--- src/rtl/pad_filt_pkg.sv ---
// Shared types and defaults for the pad input conditioner.
package pad_filt_pkg;

  // Per-pin interrupt edge selection, two bits per pin on the bus.
  typedef enum logic [1:0] {
    IRQ_RISE = 2'b00,
    IRQ_FALL = 2'b01,
    IRQ_BOTH = 2'b10,
    IRQ_NONE = 2'b11
  } irq_type_e;

  localparam int unsigned DefNpins = 8;
  localparam int unsigned DefCntW  = 8;

  // True when a filtered edge matches the selected interrupt type.
  function automatic logic irq_hit(irq_type_e t, logic rise, logic fall);
    logic hit;
    hit = 1'b0;
    unique case (t)
      IRQ_RISE: hit = rise;
      IRQ_FALL: hit = fall;
      IRQ_BOTH: hit = rise | fall;
      IRQ_NONE: hit = 1'b0;
      default:  hit = 1'b0;
    endcase
    return hit;
  endfunction

endpackage

--- src/rtl/pad_in_filter_if.sv ---
// Bundle of the pad-conditioner configuration, raw pad inputs and filtered results.
// master: the side that drives pads/config and consumes results; slave: the filter.
interface pad_in_filter_if
  import pad_filt_pkg::*;
#(
  parameter int unsigned NPINS = DefNpins,
  parameter int unsigned CNT_W = DefCntW
);

  logic [NPINS-1:0]   pin_i;
  logic [NPINS-1:0]   filt_en_i;
  logic [CNT_W-1:0]   filt_len_i;
  logic [NPINS-1:0]   irq_en_i;
  logic [2*NPINS-1:0] irq_type_i;
  logic [NPINS-1:0]   irq_clr_i;

  logic [NPINS-1:0]   pin_o;
  logic [NPINS-1:0]   rise_o;
  logic [NPINS-1:0]   fall_o;
  logic [NPINS-1:0]   irq_pend_o;
  logic               irq_o;

  modport master (
    output pin_i,
    output filt_en_i,
    output filt_len_i,
    output irq_en_i,
    output irq_type_i,
    output irq_clr_i,
    input  pin_o,
    input  rise_o,
    input  fall_o,
    input  irq_pend_o,
    input  irq_o
  );

  modport slave (
    input  pin_i,
    input  filt_en_i,
    input  filt_len_i,
    input  irq_en_i,
    input  irq_type_i,
    input  irq_clr_i,
    output pin_o,
    output rise_o,
    output fall_o,
    output irq_pend_o,
    output irq_o
  );

endinterface

--- src/rtl/pad_filt_chan.sv ---
// One pad channel: 2-flop synchronizer, stability-counter glitch filter,
// edge pulses and a sticky interrupt-pending bit.
module pad_filt_chan
  import pad_filt_pkg::*;
#(
  parameter int unsigned CNT_W = DefCntW
) (
  input  logic             clk,
  input  logic             rst_n,
  input  logic             pin_i,
  input  logic             filt_en_i,
  input  logic [CNT_W-1:0] filt_len_i,
  input  logic             irq_en_i,
  input  irq_type_e        irq_type_i,
  input  logic             irq_clr_i,
  output logic             pin_o,
  output logic             rise_o,
  output logic             fall_o,
  output logic             irq_pend_o,
  output logic             pend_d_o
);

  logic             s1_q, s2_q;
  logic             filt_q, filt_d;
  logic [CNT_W-1:0] cnt_q, cnt_d;
  logic             rise_q, rise_d;
  logic             fall_q, fall_d;
  logic             pend_q, pend_d;
  logic             update;
  logic             ev;

  // Synchronize the asynchronous pad into the clk domain.
  always_ff @(posedge clk or negedge rst_n) begin
    if (!rst_n) begin
      s1_q <= 1'b0;
      s2_q <= 1'b0;
    end else begin
      s1_q <= pin_i;
      s2_q <= s1_q;
    end
  end

  // Filter, edge and pending next-state. The >= compare lets a shortened
  // filter length take effect immediately instead of waiting for a wrap.
  always_comb begin
    update = 1'b0;
    filt_d = filt_q;
    cnt_d  = '0;
    if (s2_q != filt_q) begin
      if (!filt_en_i || (cnt_q >= filt_len_i)) begin
        update = 1'b1;
        filt_d = s2_q;
      end else begin
        cnt_d = cnt_q + 1'b1;
      end
    end
    rise_d = update & s2_q;
    fall_d = update & ~s2_q;
    ev     = irq_en_i & irq_hit(irq_type_i, rise_d, fall_d);
    // A new event wins over a coincident clear.
    pend_d = ev | (pend_q & ~irq_clr_i);
  end

  // Filter, edge and pending state registers.
  always_ff @(posedge clk or negedge rst_n) begin
    if (!rst_n) begin
      filt_q <= 1'b0;
      cnt_q  <= '0;
      rise_q <= 1'b0;
      fall_q <= 1'b0;
      pend_q <= 1'b0;
    end else begin
      filt_q <= filt_d;
      cnt_q  <= cnt_d;
      rise_q <= rise_d;
      fall_q <= fall_d;
      pend_q <= pend_d;
    end
  end

  assign pin_o      = filt_q;
  assign rise_o     = rise_q;
  assign fall_o     = fall_q;
  assign irq_pend_o = pend_q;
  assign pend_d_o   = pend_d;

endmodule

--- src/rtl/pad_in_filter.sv ---
// Per-pin pad input conditioner: NPINS independent channels plus the
// combined pad interrupt line.
module pad_in_filter
  import pad_filt_pkg::*;
#(
  parameter int unsigned NPINS = DefNpins,
  parameter int unsigned CNT_W = DefCntW
) (
  input logic            clk,
  input logic            rst_n,
  pad_in_filter_if.slave bus
);

  logic [NPINS-1:0] pin_vec;
  logic [NPINS-1:0] rise_vec;
  logic [NPINS-1:0] fall_vec;
  logic [NPINS-1:0] pend_vec;
  logic [NPINS-1:0] pend_d_vec;
  logic             irq_q;

  for (genvar i = 0; i < NPINS; i++) begin : g_chan
    pad_filt_chan #(
      .CNT_W(CNT_W)
    ) u_chan (
      .clk        (clk),
      .rst_n      (rst_n),
      .pin_i      (bus.pin_i[i]),
      .filt_en_i  (bus.filt_en_i[i]),
      .filt_len_i (bus.filt_len_i),
      .irq_en_i   (bus.irq_en_i[i]),
      .irq_type_i (irq_type_e'(bus.irq_type_i[2*i +: 2])),
      .irq_clr_i  (bus.irq_clr_i[i]),
      .pin_o      (pin_vec[i]),
      .rise_o     (rise_vec[i]),
      .fall_o     (fall_vec[i]),
      .irq_pend_o (pend_vec[i]),
      .pend_d_o   (pend_d_vec[i])
    );
  end

  // Register the OR of next-state pending bits so irq_o lines up with irq_pend_o.
  always_ff @(posedge clk or negedge rst_n) begin
    if (!rst_n) begin
      irq_q <= 1'b0;
    end else begin
      irq_q <= |pend_d_vec;
    end
  end

  assign bus.pin_o      = pin_vec;
  assign bus.rise_o     = rise_vec;
  assign bus.fall_o     = fall_vec;
  assign bus.irq_pend_o = pend_vec;
  assign bus.irq_o      = irq_q;

endmodule

--- src/flat_wrapper.sv ---
// flat-port wrapper written by rule: the top's interface ports become plain ports
module pad_in_filter_flat import pad_filt_pkg::*;
#(
  parameter int unsigned NPINS = DefNpins,
  parameter int unsigned CNT_W = DefCntW
)
  (clk, rst_n, bus_pin_i, bus_filt_en_i, bus_filt_len_i, bus_irq_en_i, bus_irq_type_i, bus_irq_clr_i, bus_pin_o, bus_rise_o, bus_fall_o, bus_irq_pend_o, bus_irq_o);
  pad_in_filter_if #(.NPINS(NPINS), .CNT_W(CNT_W)) bus_i ();
  input logic clk;
  input logic rst_n;
  input wire logic [$bits(bus_i.pin_i)-1:0] bus_pin_i;
  input wire logic [$bits(bus_i.filt_en_i)-1:0] bus_filt_en_i;
  input wire logic [$bits(bus_i.filt_len_i)-1:0] bus_filt_len_i;
  input wire logic [$bits(bus_i.irq_en_i)-1:0] bus_irq_en_i;
  input wire logic [$bits(bus_i.irq_type_i)-1:0] bus_irq_type_i;
  input wire logic [$bits(bus_i.irq_clr_i)-1:0] bus_irq_clr_i;
  output wire logic [$bits(bus_i.pin_o)-1:0] bus_pin_o;
  output wire logic [$bits(bus_i.rise_o)-1:0] bus_rise_o;
  output wire logic [$bits(bus_i.fall_o)-1:0] bus_fall_o;
  output wire logic [$bits(bus_i.irq_pend_o)-1:0] bus_irq_pend_o;
  output wire logic [$bits(bus_i.irq_o)-1:0] bus_irq_o;
  assign bus_i.pin_i = bus_pin_i;
  assign bus_i.filt_en_i = bus_filt_en_i;
  assign bus_i.filt_len_i = bus_filt_len_i;
  assign bus_i.irq_en_i = bus_irq_en_i;
  assign bus_i.irq_type_i = bus_irq_type_i;
  assign bus_i.irq_clr_i = bus_irq_clr_i;
  assign bus_pin_o = bus_i.pin_o;
  assign bus_rise_o = bus_i.rise_o;
  assign bus_fall_o = bus_i.fall_o;
  assign bus_irq_pend_o = bus_i.irq_pend_o;
  assign bus_irq_o = bus_i.irq_o;
  pad_in_filter #(.NPINS(NPINS), .CNT_W(CNT_W)) u_core (.clk(clk), .rst_n(rst_n), .bus(bus_i));
endmodule
--- config.mk ---
export PLATFORM = sky130hd
export DESIGN_NAME = pad_in_filter_flat
export DESIGN_NICKNAME = d
export VERILOG_FILES = /design/src/rtl/pad_filt_pkg.sv /design/src/rtl/pad_in_filter_if.sv /design/src/rtl/pad_filt_chan.sv /design/src/rtl/pad_in_filter.sv /design/src/flat_wrapper.sv
export SDC_FILE = /design/constraint.sdc
export NUM_CORES = 1
export LEC_CHECK = 0
export BUFFER_PORTS_ARGS = -buffer_cell sky130_fd_sc_hd__buf_2
export CAP_MARGIN = 20
export CELL_PAD_IN_SITES_DETAIL_PLACEMENT = 1
export CELL_PAD_IN_SITES_GLOBAL_PLACEMENT = 1
export CORE_MARGIN = 5
export CORE_UTILIZATION = 49
export DETAILED_ROUTE_END_ITERATION = 16
export GPL_ROUTABILITY_DRIVEN = 0
export PLACE_DENSITY_LB_ADDON = 0.15
export SETUP_SLACK_MARGIN = 0.5
export SKIP_CTS_REPAIR_TIMING = 1
export SLEW_MARGIN = 20
export SYNTH_ARGS = -nofsm -noshare
export SYNTH_HDL_FRONTEND = slang
export SYNTH_SLANG_ARGS = --single-unit
--- constraint.sdc ---
create_clock -name clk -period 4.3 [get_ports clk]
set_input_delay 0.215 -clock clk [delete_from_list [all_inputs] [get_ports clk]]
set_output_delay 0.215 -clock clk [all_outputs]
set_load 0.05 [all_outputs]
==> results of run 1 <==
## power by group through the flow
| stage | Combinational [mW] | Sequential (mW) | Clock (mW) |
|---|---|---|---|
| 2_1_floorplan | 0.246 | 1.16 | 0 |
| 3_3_place_gp | 0.334 | 1.16 | 0 |
| 3_5_place_dp | 0.348 | 1.16 | 0 |
| 4_1_cts | 0.354 | 1.15 | 1.52 |
| 5_1_grt | 0.392 | 1.15 | 1.58 |
| 6_report | 0.354 | 1.15 | 1.50 |
## synth_stat cells (all sizes together)
master / instances
a2111oi: 5
nand4: 1
o32ai: 1
mux2: 7
nor4bb: 1
o2111a: 2
buf: 32
a31oi: 3
a211o: 1
a21o: 4
or4: 1
o211ai: 6
nand2b: 17
nand3b: 4
nor4b: 1
o21ai: 18
nor3: 1
inv: 26
nor2: 69
xnor2: 17
a211oi: 8
nor3b: 8
a311oi: 2
nand4bb: 2
nand3: 37
a41oi: 1
or4b: 1
dfrtp: 113
a221oi: 2
a21oi: 9
xor2: 42
a22o: 2
nor2b: 4
nand2: 25
ha: 72
o22ai: 9
and3: 27
## critical path, delay by kind of cell (launching register included)
kind	cells	cell delay [ns]
AND/OR/NAND/NOR	3	1.21
AO/OA/AOI/OAI	3	0.93
flip-flops	1	0.45
adder cells (fa/ha/maj)	1	0.27
buffers and inverters	1	0.07
## final timing paths
path,start,endpoint,slack (ns),cells past startpoint
worst max-delay path,u_core.g_chan[7].u_chan.cnt_q[0],u_core.bus.irq_o,1.23,8
worst min-delay path,rst_n,u_core.g_chan[6].u_chan.s1_q,-0.06,1
worst max register to register,u_core.g_chan[7].u_chan.cnt_q[0],u_core.bus.irq_o,1.23,8
worst min register to register,u_core.g_chan[2].u_chan.s1_q,u_core.g_chan[2].u_chan.s2_q,0.35,0
max in group asynchronous,rst_n,u_core.g_chan[5].u_chan.pin_o,3.25,2
min in group clk,bus_irq_clr_i[2],u_core.g_chan[2].u_chan.irq_pend_o,0.01,2
## stage by stage
stage | instance area [um2] | setup slack (ns) | total power, mW | util
after CTS | 7280 | 1.17 | 3.02 | 0.582
final | 7380 | 1.23 | 3.00 | 0.590
after global routing | 7380 | 1.06 | 3.13 | 0.590
after global placement | 6650 | 1.21 | 1.50 | 0.532
after floorplan | 6210 | 1.73 | 1.41 | -
after detailed placement | 6650 | 1.11 | 1.51 | 0.532
## state kept, by name, summed over array words and instances (netlist names)
signal,count
u_core.g_chan.u_chan.s1_q,8
u_core.g_chan.u_chan.irq_pend_o,8
u_core.g_chan.u_chan.fall_o,8
u_core.bus.irq_o,1
u_core.g_chan.u_chan.s2_q,8
u_core.g_chan.u_chan.cnt_q,64
u_core.g_chan.u_chan.pin_o,8
u_core.g_chan.u_chan.rise_o,8
## final cells by class
cell class | count | area [um2] | area share
flip-flops and latches | 113 | 2830 | 0.383
inverters | 26 | 97.6 | 0.0132
clock inverters | 10 | 158 | 0.0214
multi-input cells | 410 | 3050 | 0.413
well taps | 172 | 215 | 0.0292
clock buffers | 21 | 470 | 0.0637
repair buffers | 102 | 568 | 0.0769
## kinds of logic after synthesis
kind of cell | count (synthesis) | share of synthesized area
multiplexers | 7 | 0.0127
flip-flops | 113 | 0.455
adder cells (fa/ha/maj) | 72 | 0.145
AND/OR/NAND/NOR | 199 | 0.161
XOR/XNOR | 59 | 0.0832
buffers and inverters | 58 | 0.0544
AO/OA/AOI/OAI | 73 | 0.0884
## metal layers
metal  track usage  vias up  part of all wire
met2         0.357      116              0.50
met1         0.264     2277              0.43
met3        0.0576       28             0.053
met5             0        -                 0
met4        0.0882        0             0.019
li1              -     2183                 -
==> results.json, run 1 <==
{
  "synth_warnings": 0,
  "sequentialPowerShare": 0.382,
  "proportion_of_layout_cells_with_a_drive_suffix_above_1": 0.201,
  "dp.final_hpwl_um": 10300,
  "critPathRequiredTime_ns": 4.58,
  "fin_cells": 854,
  "clock_latency_ns": 0.42,
  "floorplan.io_pins": 91,
  "arrival_ns": 3.35,
  "drtPass1Iterations": 4,
  "fmax_ghz": 0.326,
  "timing.hold.worst.class": "input pin to async pin",
  "placementRows": 41,
  "crit_path_max_incr_delay_ns": 0.59,
  "placedCellCount": 813,
  "avgSynthCellArea_um2": 10.7,
  "finalSetupViolCount": 0,
  "end_kind": "flip-flop",
  "route.detailed.wl_per_inst_um": 17.6,
  "timing.max_slew.rel_slack": 0.386,
  "synthToLayoutAreaGrowth_pct": 18.9,
  "postSynthNetCount": 711,
  "floorplan.initialDensity": 0.496,
  "most-common-layout-cells": "dfrtp_1, buf_2, ha_1, nor2_1, xor2_1",
  "power.internal_mw": 2.23,
  "postSynthCellCount": 581,
  "port-buffer-count": 90,
  "grt_pass1_vias": 5076,
  "netlist_top_cells_area": "dfrtp_1, ha_1, xor2_1",
  "clock_tree.htree_level_count": 4,
  "grt-ovfl-total": 0,
  "synth_top_cell_area_share": 0.455,
  "remaining_drc_errors": 0,
  "layout_commonest_cell": "dfrtp_1",
  "switchingPower_mw": 0.767,
  "numCtsBuffers": 17,
  "clock_path_buffers": 2,
  "num_antenna_cells": 0,
  "post-synth-top-area-cell": "dfrtp_1",
  "critical_path.startpoint_type": "flip-flop",
  "timing.clock.skew_ns": 0.00562,
  "sw_share": 0.256,
  "wire_length_of_the_first_global_routing_pass_um": 24900,
  "routed_via_density": 5.39,
  "worstSetupPathType": "flip-flop to flip-flop",
  "finalWirelength_um": 15000,
  "cts_root_buffer": "clkbuf_16",
  "clk_transition_reported_paths_ns": 0.05,
  "minimum_clock_period_after_layout_ns": 3.07,
  "power.density_nw_per_um2": 406,
  "maxSlewViolCount": 0,
  "cts_num_sinks": 113,
  "final_nets": 800,
  "first_iter_violations": 193,
  "global_route.usage.total": 0.214,
  "rsz0062_at_grt": "false",
  "die_area_um2": 15000,
  "crit_path_max_fanout": 6,
  "grt_start_max_net_pins": 73,
  "synth.distinct_cells": 45,
  "hold_ws_ns": -0.0588,
  "tightestPinTransition_ns": 0.921,
  "clockPowerShare": 0.500,
  "total_leakage_power_nw": 3.76,
  "cts_tree": "built",
  "synth.ff_latch_count": 113,
  "syn-cell-area_um2": 6210,
  "report.final.hold_viol_count": 71,
  "die_y_um": 123,
  "detailroute.via_count": 4604,
  "die_w_um": 123,
  "synth-seq-area-share": 0.455,
  "layout_worst_path_cycle_share": 0.713,
  "area_of_the_placeable_core_um2": 12500,
  "drtAntennaViolNets": 0,
  "setup-tns-final_ns": 0,
  "power_frac_comb": 0.118,
  "worst_path_max_delay_cell": "a2111oi_0",
  "crit_chain": "inv_1 > ha_1 > nor2b_1 > o21ai_1 > a2111oi_0 > o32ai_1 > or4_1 > or4b_1",
  "fill_cells": 1416,
  "timing.max_cap.violations": 0,
  "worst_ir_drop_vdd_mv": 0.293,
  "antenna_violations_before_repair": 1,
  "outcome": "complete, but fails checks",
  "violations": "hold timing"
}
No activity file was read; power rests on OpenSTA's default activity.
==> inputs of run 2 (changes only) <==
--- a/config.mk
+++ b/config.mk
@@ -5,12 +5,13 @@
 export SDC_FILE = /design/constraint.sdc
 export NUM_CORES = 1
 export LEC_CHECK = 0
+export ABC_AREA = 1
 export BUFFER_PORTS_ARGS = -buffer_cell sky130_fd_sc_hd__buf_2
 export CAP_MARGIN = 20
 export CELL_PAD_IN_SITES_DETAIL_PLACEMENT = 1
 export CELL_PAD_IN_SITES_GLOBAL_PLACEMENT = 1
 export CORE_MARGIN = 5
-export CORE_UTILIZATION = 49
+export CORE_UTILIZATION = 44
 export DETAILED_ROUTE_END_ITERATION = 16
 export GPL_ROUTABILITY_DRIVEN = 0
 export PLACE_DENSITY_LB_ADDON = 0.15
==> constraint.sdc (replaced) <==
create_clock -name clk -period 3.05 [get_ports clk]
set_input_delay 0.1525 -clock clk [delete_from_list [all_inputs] [get_ports clk]]
set_output_delay 0.1525 -clock clk [all_outputs]
set_load 0.05 [all_outputs]
==> results.json, run 2 <==
{
  "outcome": "complete, but fails checks",
  "violations": "hold timing",
  "drtAntennaViolNets": 0,
  "clock_path_buffers": 2,
  "global_route.usage.total": 0.184,
  "floorplan.io_pins": 91,
  "critPathRequiredTime_ns": 3.34,
  "timing.clock.skew_ns": 0.00537,
  "layout_setup_ws_ns": 0.895,
  "tightestPinTransition_ns": 0.870,
  "grt-ovfl-total": 0,
  "layout.core_utilization": 0.527,
  "synthMostInstantiatedCell": "nand2_1",
  "timing.max_cap.violations": 0,
  "die_w_um": 132,
  "drtPass1Iterations": 4,
  "final_nets": 951,
  "largest_reg_flops": 64,
  "end_kind": "flip-flop",
  "dpl-instance-area_um2": 6960,
  "die_area_um2": 17300,
  "synth_ff_type": "dfrtp_1",
  "crit_path_max_fanout": 12,
  "synth.distinct_cells": 34,
  "netlist_top_cells_area": "dfrtp_1, ha_1, nand2_1",
  "post-synth-top-area-cell": "dfrtp_1",
  "grt_start_max_net_pins": 66,
  "minimum_clock_period_after_layout_ns": 2.16,
  "antenna_violations_before_repair": 0,
  "synthToLayoutAreaGrowth_pct": 18.0,
  "cts_root_buffer": "clkbuf_16",
  "synth-seq-area-share": 0.435,
  "clock_latency_ns": 0.42,
  "total_leakage_power_nw": 4.15,
  "power.density_nw_per_um2": 634,
  "synth.ff_latch_count": 113,
  "die_y_um": 132,
  "layout_worst_path_cycle_share": 0.707,
  "grt_pass1_vias": 5547,
  "layout_commonest_cell": "nand2_1",
  "area_of_the_placeable_core_um2": 14500,
  "fin_cells": 1017,
  "placementRows": 44,
  "postSynthNetCount": 864,
  "placedCellCount": 976,
  "postSynthCellCount": 734,
  "synth_edf_count": 0,
  "cts_tree": "built",
  "fmax_ghz": 0.464,
  "route.detailed.wl_per_inst_um": 14.9,
  "dp.final_hpwl_um": 11100,
  "port-buffer-count": 90,
  "finalWirelength_um": 15200,
  "num_antenna_cells": 0,
  "max_flop_register": "u_core.g_chan.u_chan.cnt_q",
  "final_area_um2": 7670,
  "maxSlewViolCount": 0,
  "critical_path.startpoint_type": "flip-flop",
  "rsz0062_at_grt": "false",
  "total_power_mw": 4.86,
  "report.final.hold_viol_count": 2,
  "cts_num_sinks": 113,
  "synth_common_cells": "nand2_1, dfrtp_1, nor2_1, inv_1, ha_1",
  "setup-tns-final_ns": 0,
  "detailroute.via_count": 5043,
  "worstSetupPathType": "flip-flop to flip-flop",
  "synth_warnings": 0,
  "timing.max_slew.rel_slack": 0.420,
  "pre_cts_slack_ns": 0.619,
  "arrival_ns": 2.44,
  "most-common-layout-cells": "nand2_1, dfrtp_1, nor2_1, inv_1, buf_2",
  "first_iter_violations": 147,
  "fill_cells": 1738,
  "numCtsBuffers": 17,
  "synth_top_cell_area_share": 0.435,
  "async_reset_ff_frac": 1.00,
  "remaining_drc_errors": 0,
  "floorplan.initialDensity": 0.447,
  "routed_via_density": 4.96,
  "clock_tree.htree_level_count": 4,
  "wire_length_of_the_first_global_routing_pass_um": 26000,
  "syn-cell-area_um2": 6500,
  "clk_transition_reported_paths_ns": 0.05,
  "timing.hold.worst.class": "input pin to flip-flop",
  "proportion_of_layout_cells_with_a_drive_suffix_above_1": 0.169,
  "finalSetupViolCount": 0,
  "worst_ir_drop_vdd_mv": 0.420,
  "hold_ws_ns": -0.00616,
  "avgSynthCellArea_um2": 8.85
}
==> run 2: worst paths after layout <==
kind	end	start	depth (start not counted)	slack (ns)
setup / recovery	u_core.bus.irq_o	u_core.g_chan[4].u_chan.cnt_q[3]	13	0.89
hold / removal	u_core.g_chan[3].u_chan.irq_pend_o	bus_irq_clr_i[3]	4	-0.006
setup reg to reg	u_core.bus.irq_o	u_core.g_chan[4].u_chan.cnt_q[3]	13	0.89
hold reg to reg	u_core.g_chan[3].u_chan.s2_q	u_core.g_chan[3].u_chan.s1_q	0	0.35
max in group asynchronous	u_core.g_chan[1].u_chan.cnt_q[6]	rst_n	3	1.86
min in group asynchronous	u_core.g_chan[4].u_chan.s2_q	rst_n	2	0.39
==> run 2: layout make-up <==
type / instances / area (um2) / area share
Inverter: 99 / 372 / 0.0485
Multi-Input combinational cell: 488 / 3050 / 0.397
Clock buffer: 20 / 447 / 0.0583
Clock inverter: 11 / 163 / 0.0212
Sequential cell: 113 / 2830 / 0.369
Timing Repair Buffer: 102 / 581 / 0.0757
Tap cell: 184 / 230 / 0.0300
==> run 2: cell families after synthesis <==
| logic type | synth area share |
|---|---|
| buf+inv | 0.0957 |
| simple gates | 0.230 |
| flops | 0.435 |
| xor+xnor | 0.0580 |
| compound gates | 0.0395 |
| mux | 0.00308 |
| fa+ha+maj | 0.139 |
==> run 2: layer usage <==
metal,track usage,vias up,part of all wire,wire length (um)
li1,-,2488,-,-
met1,0.217,2447,0.43,6500
met2,0.324,83,0.51,7760
met4,0.0669,0,0.019,288
met5,0,-,0,0
met3,0.0463,25,0.040,607
==> run 2: power by group <==
group | switching [mW] | internal [mW]
registers | 0.0952 | 1.64
logic | 0.773 | 0.286
clock network | 0.692 | 1.37
total | 1.56 | 3.30
==> run 2: critical path: stages (launching register included) <==
cell,delay [ns]
dfrtp_1,0.42
ha_1,0.33
nand2_1,0.11
inv_1,0.05
nand2_1,0.06
nand2_1,0.05
nand2_1,0.07
nand4_2,0.28
nand3_2,0.17
nand2_2,0.06
clkinv_1,0.06
nand3_2,0.06
nor2_1,0.21
nand3_1,0.11
==> inputs of run 3 (changes only) <==
--- a/config.mk
+++ b/config.mk
@@ -5,13 +5,13 @@
 export SDC_FILE = /design/constraint.sdc
 export NUM_CORES = 1
 export LEC_CHECK = 0
-export ABC_AREA = 1
+export ABC_AREA = 0
 export BUFFER_PORTS_ARGS = -buffer_cell sky130_fd_sc_hd__buf_2
 export CAP_MARGIN = 20
 export CELL_PAD_IN_SITES_DETAIL_PLACEMENT = 1
 export CELL_PAD_IN_SITES_GLOBAL_PLACEMENT = 1
 export CORE_MARGIN = 5
-export CORE_UTILIZATION = 44
+export CORE_UTILIZATION = 45
 export DETAILED_ROUTE_END_ITERATION = 16
 export GPL_ROUTABILITY_DRIVEN = 0
 export PLACE_DENSITY_LB_ADDON = 0.15
==> constraint.sdc (replaced) <==
create_clock -name clk -period 2.1 [get_ports clk]
set_input_delay 0.105 -clock clk [delete_from_list [all_inputs] [get_ports clk]]
set_output_delay 0.105 -clock clk [all_outputs]
set_load 0.05 [all_outputs]
==> results.json, run 3 (same netlist as run 1, synthesis figures left out) <==
{
  "tightestPinTransition_ns": 0.657,
  "port-buffer-count": 90,
  "worst-r2r-cell-count": 7,
  "critical_path.startpoint_type": "flip-flop",
  "min_from": "bus_irq_en_i[2]",
  "r2r_start": "u_core.g_chan[2].u_chan.cnt_q[1]",
  "floorplan.initialDensity": 0.453,
  "numCtsBuffers": 17,
  "rsz0062_at_grt": "true",
  "critPathRequiredTime_ns": 2.39,
  "cts_root_buffer": "clkbuf_16",
  "dp.final_hpwl_um": 12400,
  "worstHoldEndpoint": "u_core.g_chan[2].u_chan.irq_pend_o",
  "violations": "setup timing",
  "fin_cells": 990,
  "worst_ir_drop_vdd_mv": 0.652,
  "max_flop_register": "u_core.g_chan.u_chan.cnt_q",
  "timing.hold.worst_path_depth": 3,
  "die_area_um2": 16300,
  "total_leakage_power_nw": 4.51,
  "hold_ws_ns": 0.0223,
  "final_nets": 927,
  "minimum_clock_period_after_layout_ns": 2.70,
  "detailroute.via_count": 5329,
  "timing.max_cap.violations": 0,
  "clock_path_buffers": 2,
  "num_antenna_cells": 0,
  "timing.hold.worst.class": "input pin to flip-flop",
  "synthToLayoutAreaGrowth_pct": 51.3,
  "placedCellCount": 914,
  "wire_length_of_the_first_global_routing_pass_um": 27700,
  "pre_cts_slack_ns": -0.599,
  "fill_cells": 1429,
  "timing.clock.skew_ns": 0.00749,
  "remaining_drc_errors": 0,
  "report.final.hold_viol_count": 0,
  "r2r-end": "u_core.bus.irq_o",
  "floorplan.io_pins": 91,
  "maxSlewViolCount": 0,
  "global_route.usage.total": 0.215,
  "proportion_of_layout_cells_with_a_drive_suffix_above_1": 0.486,
  "worstSetupPathType": "flip-flop to flip-flop",
  "crit_path_max_fanout": 2,
  "outcome": "complete, but fails checks",
  "area_of_the_placeable_core_um2": 13700,
  "die_w_um": 127,
  "arrival_ns": 2.99,
  "timing.max_slew.rel_slack": 0.562,
  "route.detailed.wl_per_inst_um": 21.2,
  "antenna_violations_before_repair": 0,
  "layout_worst_path_cycle_share": 1.29,
  "most-common-layout-cells": "dfrtp_1, buf_4, buf_2, ha_1, xor2_1",
  "crit_path_max_incr_delay_ns": 0.55,
  "total_power_mw": 6.28,
  "clock_tree.htree_level_count": 4,
  "largest_reg_flops": 64,
  "end_kind": "flip-flop",
  "finalWirelength_um": 21000,
  "placementRows": 43,
  "grt_pass1_vias": 5604,
  "worst_path_max_delay_cell": "or4_4",
  "drtAntennaViolNets": 0,
  "timing.reg2reg.setup_slack_ns": -0.60,
  "cts_num_sinks": 113,
  "cts_tree": "built",
  "grt_start_max_net_pins": 48,
  "power.density_nw_per_um2": 668,
  "drtPass1Iterations": 4,
  "layout_commonest_cell": "dfrtp_1",
  "clock_latency_ns": 0.42,
  "layout_setup_ws_ns": -0.601,
  "die_y_um": 127,
  "crit_chain": "ha_1 > o211ai_1 > o21ai_2 > a221oi_4 > o22ai_2 > or4_4 > or4b_1",
  "clk_transition_reported_paths_ns": 0.06,
  "fmax_ghz": 0.370,
  "routed_via_density": 5.38,
  "grt-ovfl-total": 0,
  "layout.core_utilization": 0.685,
  "first_iter_violations": 241,
  "finalSetupViolCount": 4
}
-- run 3: cell types whose count changed in the layout (fill, tap and decap cells not counted), sizes merged, moves of 14 or more --
cell / previous run / this run
nand2b: 0 / 17
nand3b: 25 / 4
and3: 0 / 27
a21oi: 23 / 9
nor3: 20 / 1
nor2: 104 / 69
nand2: 132 / 25
buf: 92 / 211
inv: 97 / 26
-- run 3: area by class of cell --
cell class	count	area (um2)	share of cell area
repair buffers	229	1630	0.173
clock buffers	26	489	0.0521
inverters	26	97.6	0.0104
well taps	180	225	0.0240
multi-input cells	410	4070	0.433
clock inverters	6	55.1	0.00586
flip-flops and latches	113	2830	0.301
-- run 3: per-stage QoR --
step	instance area, um2	TNS [ns]
2_1_floorplan	6290	-0.382
3_3_place_gp	7460	-0.874
3_5_place_dp	7460	-2.32
4_1_cts	8010	-1.28
5_1_grt	9400	-1.40
6_report	9400	-0.755
-- run 3: metal layers --
layer  routed length (um)  up-vias  GRT usage
met5                    0        -          0
met4                  582        0     0.0644
met3                  897       51     0.0594
met2                11200      143      0.371
met1                 8320     2681      0.262
li1                     -     2454          -
-- run 3: worst max-delay path by stage --
stage	from	to	slack [ns]	depth (start not counted)
after detailed placement	bus_filt_len_i[3]	u_core.bus.irq_o	-0.60	9
after global placement	bus_filt_len_i[3]	u_core.bus.irq_o	-0.57	8
after CTS	u_core.g_chan[7].u_chan.cnt_q[5]	u_core.bus.irq_o	-0.60	6
after floorplan	u_core.g_chan[2].u_chan.cnt_q[0]	u_core.bus.irq_o	-0.38	8
final	u_core.g_chan[2].u_chan.cnt_q[1]	u_core.bus.irq_o	-0.60	7
after global routing	u_core.g_chan[2].u_chan.cnt_q[1]	u_core.bus.irq_o	-0.66	7
-- run 3: critical path: cells and delay by family, from the launching register on --
kind / cells / cell delay (ns)
DFF: 1 / 0.40
AOI/OAI and AO/OA: 4 / 0.85
and+or+nand+nor: 2 / 1.03
adders and majority gates: 1 / 0.30
-- run 3: power breakdown --
| part | total, mW | internal [mW] | switching (mW) |
|---|---|---|---|
| Clock | 2.72 | 1.71 | 1.02 |
| Combinational | 1.22 | 0.492 | 0.724 |
| Sequential | 2.34 | 2.27 | 0.0671 |
